## config.mk

```make
export PLATFORM = sky130hd
export DESIGN_NAME = v_hier_sched
export DESIGN_NICKNAME = d
export VERILOG_FILES = /design/src/rtl/v_hier_sched_pkg.sv /design/src/rtl/v_hier_rr_arb.sv /design/src/rtl/v_hier_sched.sv
export SDC_FILE = /design/constraint.sdc
export NUM_CORES = 1
export LEC_CHECK = 0
export BUFFER_PORTS_ARGS = -buffer_cell sky130_fd_sc_hd__buf_2
export CORE_MARGIN = 1.5
export CORE_UTILIZATION = 30
export DETAILED_ROUTE_END_ITERATION = 16
export HOLD_SLACK_MARGIN = 0.02
export PLACE_DENSITY_LB_ADDON = 0.15
export SYNTH_ARGS = -nofsm -noshare
export SYNTH_HDL_FRONTEND = slang
export SYNTH_SLANG_ARGS = --single-unit
```

## constraint.sdc

```tcl
create_clock -name clk -period 1.9 [get_ports clk]
set_clock_uncertainty 0.05 [all_clocks]
set_input_delay 0.57 -clock clk [delete_from_list [all_inputs] [get_ports clk]]
set_output_delay 0.57 -clock clk [all_outputs]
set_load 0.02 [all_outputs]
```

## src/rtl/v_hier_sched_pkg.sv

```systemverilog
// Shared types and widths for the hierarchical scheduler that fronts one v_hier_sub.
package v_hier_sched_pkg;

  localparam int AVEC_W = 4;
  localparam int QVEC_W = 4;
  localparam int CNT_W  = 4;

  typedef enum logic [1:0] {
    IDLE  = 2'd0,
    ISSUE = 2'd1,
    WAIT  = 2'd2,
    RESP  = 2'd3
  } state_t;

endpackage

```

## src/rtl/v_hier_rr_arb.sv

```systemverilog
// Round-robin arbiter: searches upward from the slot after the last winner, wrapping.
module v_hier_rr_arb #(
  parameter int NREQ = 4
) (
  input  logic                    clk,
  input  logic                    rst,
  input  logic [NREQ-1:0]         req,
  input  logic                    advance,
  output logic [NREQ-1:0]         gnt,
  output logic [$clog2(NREQ)-1:0] index
);

  localparam int IDX_W = $clog2(NREQ);

  logic [IDX_W-1:0] r_last;
  logic             w_hi_found;
  logic             w_lo_found;
  logic [IDX_W-1:0] w_hi_idx;
  logic [IDX_W-1:0] w_lo_idx;

  // Lowest requester above the pointer wins; otherwise lowest at or below it.
  always_comb begin
    w_hi_found = 1'b0;
    w_lo_found = 1'b0;
    w_hi_idx   = '0;
    w_lo_idx   = '0;
    for (int i = NREQ - 1; i >= 0; i--) begin
      if (req[i] && (i > int'(r_last))) begin
        w_hi_found = 1'b1;
        w_hi_idx   = IDX_W'(i);
      end else if (req[i]) begin
        w_lo_found = 1'b1;
        w_lo_idx   = IDX_W'(i);
      end else begin
        w_hi_found = w_hi_found;
      end
    end
  end

  // One-hot grant and binary index of the selected requester.
  always_comb begin
    if (w_hi_found) begin
      index = w_hi_idx;
      gnt   = {{(NREQ-1){1'b0}}, 1'b1} << w_hi_idx;
    end else if (w_lo_found) begin
      index = w_lo_idx;
      gnt   = {{(NREQ-1){1'b0}}, 1'b1} << w_lo_idx;
    end else begin
      index = '0;
      gnt   = '0;
    end
  end

  // Last-winner pointer; reset value makes requester 0 the first winner.
  always_ff @(posedge clk) begin
    if (rst) begin
      r_last <= IDX_W'(NREQ - 1);
    end else if (advance && (w_hi_found || w_lo_found)) begin
      r_last <= index;
    end else begin
      r_last <= r_last;
    end
  end

endmodule

```

## src/rtl/v_hier_sched.sv

```systemverilog
// Shares one fixed-latency v_hier_sub among NREQ requesters: arbitrate, issue, wait, respond.
module v_hier_sched
  import v_hier_sched_pkg::*;
#(
  parameter int NREQ    = 4,
  parameter int LATENCY = 2
) (
  input  logic                    clk,
  input  logic                    rst,
  input  logic [NREQ-1:0]         req,
  input  logic [NREQ*AVEC_W-1:0]  req_avec,
  output logic [NREQ-1:0]         gnt,
  output logic [AVEC_W-1:0]       sub_avec,
  output logic                    sub_go,
  input  logic [QVEC_W-1:0]       sub_qvec,
  output logic                    rsp_valid,
  output logic [$clog2(NREQ)-1:0] rsp_id,
  output logic [QVEC_W-1:0]       rsp_qvec,
  output logic                    busy
);

  localparam int IDX_W = $clog2(NREQ);

  if (LATENCY < 1 || LATENCY > 15) begin : g_bad_latency
    $error("v_hier_sched: LATENCY must be in 1..15");
  end
  if (NREQ < 2 || NREQ > 8) begin : g_bad_nreq
    $error("v_hier_sched: NREQ must be in 2..8");
  end

  state_t            r_state;
  logic [CNT_W-1:0]  r_cnt;
  logic [IDX_W-1:0]  r_win;
  logic [NREQ-1:0]   r_gnt;
  logic              r_sub_go;
  logic [AVEC_W-1:0] r_sub_avec;
  logic              r_rsp_valid;
  logic [IDX_W-1:0]  r_rsp_id;
  logic [QVEC_W-1:0] r_rsp_qvec;
  logic              r_busy;

  logic              w_any;
  logic              w_advance;
  logic [NREQ-1:0]   w_arb_gnt;
  logic [IDX_W-1:0]  w_arb_index;
  logic [AVEC_W-1:0] w_win_avec;

  assign w_any     = |req;
  assign w_advance = ((r_state == IDLE) || (r_state == RESP)) && w_any;

  v_hier_rr_arb #(.NREQ(NREQ)) u_arb (
    .clk     (clk),
    .rst     (rst),
    .req     (req),
    .advance (w_advance),
    .gnt     (w_arb_gnt),
    .index   (w_arb_index)
  );

  // Operand of the requester the arbiter is currently selecting.
  always_comb begin
    w_win_avec = '0;
    for (int i = 0; i < NREQ; i++) begin
      if (w_arb_index == IDX_W'(i)) begin
        w_win_avec = req_avec[i*AVEC_W +: AVEC_W];
      end else begin
        w_win_avec = w_win_avec;
      end
    end
  end

  // Scheduler FSM with all outputs registered alongside the state.
  always_ff @(posedge clk) begin
    if (rst) begin
      r_state     <= IDLE;
      r_cnt       <= '0;
      r_win       <= '0;
      r_gnt       <= '0;
      r_sub_go    <= 1'b0;
      r_sub_avec  <= '0;
      r_rsp_valid <= 1'b0;
      r_rsp_id    <= '0;
      r_rsp_qvec  <= '0;
      r_busy      <= 1'b0;
    end else begin
      case (r_state)
        IDLE, RESP: begin
          r_rsp_valid <= 1'b0;
          r_rsp_id    <= '0;
          r_rsp_qvec  <= '0;
          if (w_any) begin
            r_state    <= ISSUE;
            r_win      <= w_arb_index;
            r_gnt      <= w_arb_gnt;
            r_sub_go   <= 1'b1;
            r_sub_avec <= w_win_avec;
            r_busy     <= 1'b1;
          end else begin
            r_state    <= IDLE;
            r_gnt      <= '0;
            r_sub_go   <= 1'b0;
            r_sub_avec <= '0;
            r_busy     <= 1'b0;
          end
        end
        ISSUE: begin
          r_state  <= WAIT;
          r_gnt    <= '0;
          r_sub_go <= 1'b0;
          r_cnt    <= CNT_W'(LATENCY - 1);
        end
        WAIT: begin
          if (r_cnt == '0) begin
            r_state     <= RESP;
            r_rsp_valid <= 1'b1;
            r_rsp_id    <= r_win;
            r_rsp_qvec  <= sub_qvec;
          end else begin
            r_cnt <= r_cnt - 4'd1;
          end
        end
        default: begin
          r_state     <= IDLE;
          r_cnt       <= '0;
          r_gnt       <= '0;
          r_sub_go    <= 1'b0;
          r_sub_avec  <= '0;
          r_rsp_valid <= 1'b0;
          r_rsp_id    <= '0;
          r_rsp_qvec  <= '0;
          r_busy      <= 1'b0;
        end
      endcase
    end
  end

  assign gnt      = r_gnt;
  assign sub_go   = r_sub_go;
  assign sub_avec = r_sub_avec;
  assign busy     = r_busy;

  // A reset landing in the RESP cycle must suppress the response already on the wires.
  assign rsp_valid = r_rsp_valid & ~rst;
  assign rsp_id    = rst ? '0 : r_rsp_id;
  assign rsp_qvec  = rst ? '0 : r_rsp_qvec;

endmodule
```

==> results_dict.tcl, run 1 <==
set metrics [dict create \
    status "finished, final reports clean" \
    syn_area_um2 1420 \
    path_class "input port to primary output" \
    crit_required_ns 1.28 \
    antenna_found_initial 0 \
    grt_pass1_vias 1272 \
    multiInputGateArea_um2 810 \
    async_flop_share 0 \
    cts_tree "done" \
    syn_inst 163 \
    syn_nets 193 \
    vias 1350 \
    start_util 0.320 \
    wl_mm 3.28 \
    rsz0062_at_grt "no" \
    synth_edf_count 0 \
    setup_viol 0 \
    p_leak_uw 0.000807 \
    yosysTopAreaCell "dfxtp_1" \
    path_clk_slew_ns 0.10 \
    cts_root_buffer "clkbuf_8" \
    finalSetupTns_ns 0 \
    groute.usage.overall 0.135 \
    slew_viol_final 0 \
    vias_per_cell 4.98 \
    dr.pass1.iters 4 \
    ys_seq_elements 27 \
    placed_area_um2 1780 \
    grt_max_degree 17 \
    final_common_cell "buf_2" \
    maxCapViolations 0 \
    seq_area_um2 541 \
    finalCriticalPeriod_ns 1.72 \
    diodes 0 \
    dieHeight_um 71.9 \
    grt_overflow 0 \
    drt_iter0_drc 39 \
    synthFlopType "dfxtp_1" \
    fillCellCount 483 \
    maxSlewHeadroom 0.679 \
    avgSynthCellArea_um2 8.73 \
    grt_pass1_wl_mm 5.64 \
    wl_per_cell_um 12.1 \
    clk-insertion-delay-late_ns 0.28 \
    holdBufCountCts 0 \
    die_x_um 71.9 \
    hp-class "register to register" \
    route.detailed.drc 0 \
    fmax_mhz 581 \
    cp.arrival_ns 1.10 \
    fin_crit_sh 0.906 \
    dp_hpwl_mm 2.53 \
    most-common-layout-cells "42 x buf_2, 27 x dfxtp_1, 16 x buf_4" \
    core-area_um2 4440 \
    hold_viol 0 \
    p_per_area_nw_per_um2 1410 \
    globalplace.congestion 0.815 \
    design_area_um2 1830 \
    num_rows 24 \
    whs_ns 0.409 \
    worst_pin_slew_ns 0.478 \
    crit_path_end_kind "primary output" \
    htreeDepth 1 \
    synth_area_leaders "dfxtp_1 38%, nor2b_1 5.3%, a21oi_1 4.6%" \
    critPathLaunchType "input port" \
    cp_max_fo 9 \
    syn2layout_area_growth_pct 28.5 \
    post-cts-setup-buffers 0 \
    ir_drop_mv 0.435 \
    cts_buffer_depth 2 \
    ioPinCount 43 \
    synthDistinctLibCells 38 \
    cts_buffers 3 \
    regToRegSetupSlack_ns 0.20 \
    power_uw 2570 \
    cts_resized 0 \
    ys_warn_count 0 \
    synth_top_area_frac 0.380 \
    clock_sinks 27 \
    detail-route-antenna-nets 0 \
    io_buffers 42 \
    synth-seq-area-share 0.380 \
    fin_nets 250 \
    die_area_um2 5160 \
    final_layout_size_suffix_gt1_frac 0.333 \
]
-- cells in the mapped netlist (all sizes together) (2+ instances only) --
cell and number:
a211oi 7, a21oi 15, a22o 6, buf 3, clkbuf 3, dfxtp 27, ha 4, inv 9
nand2 15, nand2b 4, nor2 14, nor2b 12, nor3 5, nor3b 6, nor4 2, o211ai 3
o21ai 8, o221ai 4, o22ai 3, or2 2
-- cell type report --
type | instances | area share
clock buffers | 3 | 0.0226
multi-input cells | 121 | 0.443
inverters | 9 | 0.0185
repair buffers | 58 | 0.181
clock inverters | 1 | 0.00411
well taps | 52 | 0.0356
flip-flops and latches | 27 | 0.296
-- final timing paths --
| path | from | endpoint | cells after the start |
|---|---|---|---|
| max | rst | rsp_valid | 4 |
| min | sub_avec[2] | sub_avec[2] | 2 |
| max reg2reg | u_arb.r_last[1] | sub_avec[1] | 5 |
| min reg2reg | sub_avec[2] | sub_avec[2] | 2 |
-- worst max-delay path, stage by stage --
cell and delay (ns):
buf_2 0.16, nand2b_1 0.17, inv_1 0.05, buf_2 0.15
-- where the power goes --
part / total (uW) / internal [uW] / switching (uW)
sequential: 857 / 746 / 112
combinational: 1380 / 592 / 790
clock: 335 / 149 / 186
-- sequential cells by signal (all words and copies together) (netlist names) --
signal        count
r_rsp_id          2
r_win             2
sub_avec          4
u_arb.r_last      2
r_cnt             4
sub_go            1
r_rsp_qvec        4
busy              1
gnt               4
r_state           2
r_rsp_valid       1
-- per-layer routing --
| metal | wire length, um | track usage | vias up |
|---|---|---|---|
| met5 | 0 | 0 | - |
| met4 | 58 | 0.0566 | 0 |
| met3 | 95 | 0.0127 | 5 |
| met2 | 1550 | 0.231 | 35 |
| met1 | 1580 | 0.173 | 614 |
| li1 | - | - | 696 |
-- through the flow --
step,worst slack [ns],cells,util
5_1_grt,0.00641,271,0.411
2_1_floorplan,0.0246,163,-
6_report,0.179,271,0.411
3_5_place_dp,0.0134,267,0.400
4_1_cts,0.169,271,0.411
3_3_place_gp,-0.00409,267,0.400
-- cell families (layout without fill, tap and decap cells) --
family,Yosys count,in the layout,synth area share
buffers and inverters,15,71,0.0510
adder cells (fa/ha/maj),4,4,0.0352
flip-flops,27,27,0.380
XOR/XNOR,2,2,0.0123
multiplexers,1,1,0.00704
AND/OR/NAND/NOR,62,62,0.236
AO/OA/AOI/OAI,52,52,0.279
(Power assumes the default switching activity.)
==> run 2, diff against run 1 <==
==> constraint.sdc (replaced) <==
create_clock -name clk -period 1.9 [get_ports clk]
set_clock_uncertainty 0.05 [all_clocks]
set_input_delay 0.095 -clock clk [delete_from_list [all_inputs] [get_ports clk]]
set_output_delay 0.095 -clock clk [all_outputs]
set_load 0.02 [all_outputs]
==> results_dict.tcl, run 2 (synthesis gave the netlist of run 1 again) <==
set metrics [dict create \
    hold_start "req_avec[7]" \
    hp-class "input port to register" \
    core-area_um2 4440 \
    fillCellCount 484 \
    setup_viol 0 \
    final_layout_size_suffix_gt1_frac 0.294 \
    fin_crit_sh 0.886 \
    finalCriticalPeriod_ns 1.68 \
    critPathLaunchType "register" \
    fin_nets 242 \
    grt_overflow 0 \
    grt_max_degree 28 \
    dr.pass1.iters 6 \
    groute.usage.overall 0.126 \
    hold_viol 0 \
    p_per_area_nw_per_um2 1440 \
    critPathMaxStageDelay_ns 0.39 \
    fmax_mhz 594 \
    maxCapViolations 0 \
    route.detailed.drc 0 \
    path_class "register to register" \
    clk-insertion-delay-late_ns 0.28 \
    cts_buffer_depth 2 \
    wl_mm 3.23 \
    grt_pass1_wl_mm 5.30 \
    crit_required_ns 2.00 \
    cts_buffers 3 \
    grt_pass1_vias 1238 \
    finalSetupTns_ns 0 \
    dieHeight_um 71.9 \
    globalplace.congestion 0.737 \
    startpoint "r_cnt[0]" \
    worst_pin_slew_ns 0.554 \
    setup_ws_ns 0.216 \
    path_clk_slew_ns 0.10 \
    slew_viol_final 0 \
    seq_area_um2 541 \
    antenna_found_initial 0 \
    status "finished, final reports clean" \
    maxSlewHeadroom 0.627 \
    syn2layout_area_growth_pct 25.2 \
    clock_sinks 27 \
    io_buffers 42 \
    swShare 0.426 \
    ir_drop_mv 0.449 \
    wl_per_cell_um 12.3 \
    dp_slack_ns 0.188 \
    detail-route-antenna-nets 0 \
    p_leak_uw 0.000768 \
    dp_hpwl_mm 2.45 \
    cp_max_fo 5 \
    die_area_um2 5160 \
    power_frac_comb 0.522 \
    cts_tree "done" \
    start_util 0.320 \
    seqPwrFrac 0.341 \
    htreeDepth 1 \
    cts_root_buffer "clkbuf_8" \
    multiInputGateArea_um2 812 \
    vias_per_cell 4.95 \
    power_switching_uw 1090 \
    ioPinCount 43 \
    pwr-share-clk 0.138 \
    internal_power_uw 1470 \
    num_rows 24 \
    path_cells "inv_1, ha_1, nor3b_1, nand2b_1, nor4_1, xnor2_1, nor3_1" \
    drt_iter0_drc 34 \
    rr_startpoint "r_cnt[0]" \
    most-common-layout-cells "42 x buf_2, 27 x dfxtp_1, 14 x nand2_1" \
    cp.arrival_ns 1.79 \
    cp_slowest_cell "dfxtp_1" \
    rsz0062_at_grt "no" \
    final_common_cell "buf_2" \
    crit_path_end_kind "register" \
    die_x_um 71.9 \
    vias 1301 \
    diodes 0 \
]
## run 2: cell types whose count changed in the layout (fill, tap and decap cells not counted), sizes merged
cell / previous run / this run
inv: 9 / 10
clkinvlp: 1 / 0
buf: 58 / 46
dlygate4sd3: 0 / 4
## run 2: stage by stage
stage / total power (uW) / area [um^2] / hold slack (ns) / utilization / std cells
after CTS: 2590 / 1780 / 0.0312 / 0.400 / 263
after global routing: 2790 / 1780 / 0.0426 / 0.401 / 263
after detailed placement: 2230 / 1690 / 0.266 / 0.380 / 255
final: 2560 / 1780 / 0.0391 / 0.401 / 263
after floorplan: 1830 / 1420 / 0.178 / - / 163
after global placement: 2230 / 1690 / 0.262 / 0.380 / 255
## run 2: layout make-up
class / instances / area share
sequential: 27 / 0.303
inverter: 9 / 0.0190
clock inverter: 1 / 0.00492
timing repair buffer: 50 / 0.157
multi-input combinational: 121 / 0.456
tap: 52 / 0.0365
clock buffer: 3 / 0.0232
## run 2: power by group through the flow
stage / clock [uW] / combinational, uW / sequential (uW)
2_1_floorplan: 0 / 880 / 950
3_3_place_gp: 0 / 1340 / 886
3_5_place_dp: 0 / 1340 / 888
4_1_cts: 370 / 1350 / 873
5_1_grt: 394 / 1490 / 901
6_report: 353 / 1330 / 872
## run 2: timing repair
action,in CTS,in global routing
endpoints found under the setup margin,0,6
setup buffers,0,0
resized for setup,0,1
hold buffers,4,0
endpoints found under the hold margin,4,0
## run 2: final timing paths
kind,endpoint,slack (ns),cells past startpoint
worst max register to register,r_cnt[3],0.22,7
worst max-delay path,r_cnt[3],0.22,7
worst min-delay path,sub_avec[3],0.04,3
worst min register to register,sub_avec[1],0.41,2
## run 2: per-layer routing
metal / share of wire / track usage / vias to the layer above
li1: - / - / 679
met5: 0 / 0 / -
met4: 0.013 / 0.0482 / 0
met1: 0.50 / 0.171 / 586
met3: 0.032 / 0.0169 / 5
met2: 0.45 / 0.205 / 31
## run 2: critical path: cells and delay by family, from the launching register on
| kind | cells | cell delay, ns |
|---|---|---|
| and+or+nand+nor | 4 | 0.70 |
| DFF | 1 | 0.39 |
| adders and majority gates | 1 | 0.21 |
| xor gates and xnor gates | 1 | 0.16 |
| buffers and inverters | 1 | 0.06 |
